<file path="config.mk">
export PLATFORM = sky130hd
export DESIGN_NAME = mac_arbiter
export DESIGN_NICKNAME = d
export VERILOG_FILES = /design/src/rtl/mac_arbiter.sv
export SDC_FILE = /design/constraint.sdc
export NUM_CORES = 1
export LEC_CHECK = 0
export BUFFER_PORTS_ARGS = -buffer_cell sky130_fd_sc_hd__buf_2
export CELL_PAD_IN_SITES_DETAIL_PLACEMENT = 2
export CELL_PAD_IN_SITES_GLOBAL_PLACEMENT = 2
export CORE_ASPECT_RATIO = 0.8
export CORE_MARGIN = 2
export CORE_UTILIZATION = 12
export DETAILED_ROUTE_END_ITERATION = 16
export GPL_TIMING_DRIVEN = 0
export PLACE_DENSITY_LB_ADDON = 0.2
export SYNTH_ARGS = -nofsm -noshare
export SYNTH_HDL_FRONTEND = slang
export SYNTH_SLANG_ARGS = --single-unit
</file>
<file path="constraint.sdc">
create_clock -name clk -period 2.9 [get_ports clk]
set_input_delay 0.145 -clock clk [delete_from_list [all_inputs] [get_ports clk]]
set_output_delay 0.145 -clock clk [all_outputs]
set_load 0.005 [all_outputs]
</file>
<file path="src/rtl/mac_arbiter.sv">
// mac_arbiter: round-robin arbiter for two requesters sharing a MAC datapath, with in-order result routing
module mac_arbiter #(
    parameter int MAX_INFLIGHT = 4
) (
    input  logic               clk,
    input  logic               rst,
    input  logic               req0_valid,
    input  logic               req1_valid,
    output logic               req0_ready,
    output logic               req1_ready,
    input  logic [79:0]        req0_ops,
    input  logic [79:0]        req1_ops,
    output logic               resp0_valid,
    output logic               resp1_valid,
    input  logic               resp0_ready,
    input  logic               resp1_ready,
    output logic signed [31:0] resp_y,
    output logic               dp_in_valid,
    input  logic               dp_in_ready,
    output logic signed [15:0] dp_a,
    output logic signed [15:0] dp_b,
    output logic signed [15:0] dp_c,
    output logic signed [15:0] dp_d,
    output logic signed [15:0] dp_e,
    input  logic               dp_out_valid,
    output logic               dp_out_ready,
    input  logic signed [31:0] dp_y,
    output logic               err
);
    localparam int AW = $clog2(MAX_INFLIGHT);
    logic [MAX_INFLIGHT-1:0] tags;
    logic [AW-1:0]           wptr, rptr;
    logic [AW:0]             count;
    logic                    rr_last, lock, lock_idx, grant, full, empty, head, push, pop;
    // grant selection, issue side and return side handshakes
    always_comb begin
        grant        = lock ? lock_idx : (req0_valid & req1_valid) ? ~rr_last : ~req0_valid;
        full         = count == (AW+1)'(MAX_INFLIGHT);
        empty        = count == '0;
        head         = tags[rptr];
        {dp_a, dp_b, dp_c, dp_d, dp_e} = grant ? req1_ops : req0_ops;
        dp_in_valid  = !rst & (req0_valid | req1_valid) & !full;
        req0_ready   = !rst & dp_in_ready & !full & !grant;
        req1_ready   = !rst & dp_in_ready & !full & grant;
        push         = dp_in_valid & dp_in_ready;
        resp0_valid  = !rst & dp_out_valid & !empty & !head;
        resp1_valid  = !rst & dp_out_valid & !empty & head;
        dp_out_ready = !rst & !empty & (head ? resp1_ready : resp0_ready);
        pop          = dp_out_valid & dp_out_ready;
        resp_y       = dp_y;
    end
    // tag fifo, round-robin pointer, grant lock and sticky error
    always_ff @(posedge clk) begin
        if (rst) begin
            wptr     <= '0;
            rptr     <= '0;
            count    <= '0;
            rr_last  <= 1'b1;
            lock     <= 1'b0;
            lock_idx <= 1'b0;
            err      <= 1'b0;
        end else begin
            if (push) begin
                tags[wptr] <= grant;
                wptr       <= wptr + 1'b1;
                rr_last    <= grant;
            end
            if (pop) rptr <= rptr + 1'b1;
            count    <= count + {{AW{1'b0}}, push} - {{AW{1'b0}}, pop};
            lock     <= dp_in_valid & !dp_in_ready;
            lock_idx <= grant;
            err      <= err | (dp_out_valid & empty);
        end
    end
endmodule

</file>
==> flow_metrics.tcl <==
set metrics [dict create \
    outcome "finished clean" \
    worstHoldStart "dp_in_ready" \
    rows 41 \
    slowest_delay_ns 0.59 \
    layout_common_cells "buf_2, mux2_1, buf_4" \
    comb_power_share_pct 58.1 \
    area_growth_pct 91.4 \
    synth_seq_cells 15 \
    clk_pin_slew_worst_paths_ns 0.05 \
    clkPwrFrac_pct 21.1 \
    cts_inserted_buffers 3 \
    synth_cell_types 32 \
    setup_viol 0 \
    end_kind "flip-flop" \
    grt_antenna_before_repair 0 \
    h-tree-depth 1 \
    ir_drop_mv 0.245 \
    final_common_cell "buf_2" \
    wl_per_cell_um 16.6 \
    coreArea_mm2 0.0159 \
    ioPinCount 319 \
    critPathSlowestCell "mux4_2" \
    die_height_um 118 \
    cts_tree "built" \
    clkLatencyLatePin_ns 0.24 \
    crit_required_ns 3.02 \
    insertedDiodeCount 0 \
    initial_core_util_pct 12.4 \
    r2r_cells 10 \
    drt_pass1_iterations 4 \
    clock.fmax_ghz 0.379 \
    seq_area_frac_synth_pct 17.4 \
    register_area_um2 340 \
    drc 0 \
    vias_per_cell 3.64 \
    finalWirelength_mm 11.6 \
    synth_flop_cell "dfxtp_1" \
    p_leak_nw 1.99 \
    r2r_end "count[2]" \
    syn-num-nets 402 \
    power_mw 1.28 \
    finalSetupTns_ns 0 \
    hp-class "in -> reg" \
    cp.buffers_inverters 2 \
    fp.dieW_um 147 \
    crit_chain "mux4_2 > mux2i_4 > nor2_1 > ha_1 > inv_1 > ha_1 > inv_1 > fa_1 > xnor2_1 > nor2_1" \
    slew_headroom_pct 57.2 \
    cts_buffer_depth 2 \
    yosys_warnings 0 \
    p_int_uw 836 \
    vias 2547 \
    path_delay_family "multiplexers" \
    cts_setup_buffers 0 \
    powerDensity_mw_per_mm2 341 \
    cp.arrival_ns 2.76 \
    cts-resized-gates 0 \
    grt_pass1_wl_mm 17.1 \
    hpwl_mm 10.7 \
    layout-drive-gt1-share_pct 68.9 \
    start_kind "flip-flop" \
    finalCritPeriodShare_pct 91.0 \
    hold_end "lock" \
    clock_sinks 15 \
    path_class "reg -> reg" \
    die_area_mm2 0.0174 \
    antenna_left 0 \
    tightest_slew_ns 0.641 \
    syn_area_mm2 0.00196 \
    track_usage_pct 12.6 \
    grt-ovfl-total 0 \
    whs_path_depth 2 \
    netlist_instances 195 \
    nNetsFinal 693 \
    timing.rr.start "rptr[0]" \
    fillers 1868 \
    rsz0062_at_grt "no" \
    p_seq_share_pct 20.8 \
    io_buffers 286 \
    gp_congestion 0.838 \
    maxCapViolCount 0 \
    hold_buffers 0 \
    first_global_vias 2767 \
    reg2reg_slack_ns 0.26 \
    path_max_fanout 6 \
    synth-edff-count 4 \
    first_iter_violations 29 \
    grt_start_max_net_pins 14 \
    final.setup_skew_ns 0.00122 \
    synth.avg_cell_area_um2 10.0 \
    cts_root_buffer "clkbuf_16" \
    hold_violations 0 \
    synthArstFlopShare_pct 0 \
    p_sw_uw 442 \
    drv_slew 0 \
    fin_crit_ns 2.64 \
    multiInputGateArea_mm2 0.00130 \
    swShare_pct 34.6 \
]
[power by group through the flow]
stage | Sequential [mW] | Combinational [mW] | Clock, mW
final | 0.266 | 0.742 | 0.270
after global placement | 0.269 | 0.741 | 0
after floorplan | 0.265 | 0.386 | 0
after detailed placement | 0.270 | 0.758 | 0
after CTS | 0.266 | 0.764 | 0.279
after global routing | 0.270 | 0.830 | 0.293
[worst register-to-register path: cells and delay by family (launching register included)]
kind,cells,cell delay (ns)
xor gates and xnor gates,1,0.20
and+or+nand+nor,2,0.13
adders and majority gates,3,0.81
muxes,2,0.86
DFF,1,0.41
buffers and inverters,2,0.10
[sequential cells by signal (all words and copies together) (netlist names)]
signal,cells
tags,4
count,3
rptr,2
wptr,2
err,1
lock,1
lock_idx,1
rr_last,1
[cells in the mapped netlist (all sizes together) (2+ instances only)]
master | n | area (um^2)
xnor2 | 2 | 17.5
nor3 | 3 | 15.0
clkbuf | 2 | 7.51
edfxtp | 4 | 120
dfxtp | 11 | 220
nor2b | 3 | 18.8
nor2 | 9 | 33.8
a21oi | 2 | 10.0
ha | 6 | 75.1
mux2i | 3 | 33.8
and2 | 5 | 31.3
inv | 8 | 30.0
mux2 | 80 | 901
buf | 41 | 285
[metrics by stage]
step	instances	hold slack, ns	cell area [um^2]	worst slack, ns	util, %
5_1_grt	700	0.125	3750	0.0589	23.6
3_5_place_dp	696	0.374	3660	0.122	23.1
6_report	700	0.127	3750	0.260	23.6
2_1_floorplan	195	0.224	1960	0.486	-
4_1_cts	700	0.114	3740	0.0930	23.6
3_3_place_gp	696	0.374	3660	0.220	23.1
[area by class of cell]
class / count / area share, %
buffer: 43 / 7.81
clock buffer: 3 / 2.00
clock inverter: 1 / 0.134
inverter: 8 / 0.801
multi-input combinational: 129 / 34.8
sequential: 15 / 9.08
tap: 215 / 7.18
timing repair buffer: 286 / 38.2
[metal layers]
metal / GRT usage (%) / wire length, um
met1: 13.9 / 4270
met2: 25.3 / 6560
met3: 2.55 / 707
met4: 1.52 / 93
met5: 0 / 0
[cells by family (layout without fill, tap and decap cells)]
logic type                 count (synthesis)  after routing  share of synthesized area, %
AOI/OAI and AO/OA                          7              7                          2.43
xor gates and xnor gates                   3              3                          1.34
adders and majority gates                  7              7                          4.86
buffers and inverters                     51            341                          16.5
DFF                                       15             15                          17.4
muxes                                     84             84                          48.9
and+or+nand+nor                           28             28                          8.63
[worst max path at each step]
stage | start | slack, ns | endpoint | cells past startpoint
4_1_cts | rptr[0] | 0.09 | count[2] | 10
3_3_place_gp | rptr[0] | 0.22 | count[2] | 10
2_1_floorplan | rptr[0] | 0.49 | count[2] | 10
3_5_place_dp | rptr[0] | 0.12 | count[2] | 10
5_1_grt | rptr[0] | 0.06 | count[2] | 10
6_report | rptr[0] | 0.26 | count[2] | 10
Power figures use the tool's default switching activity.
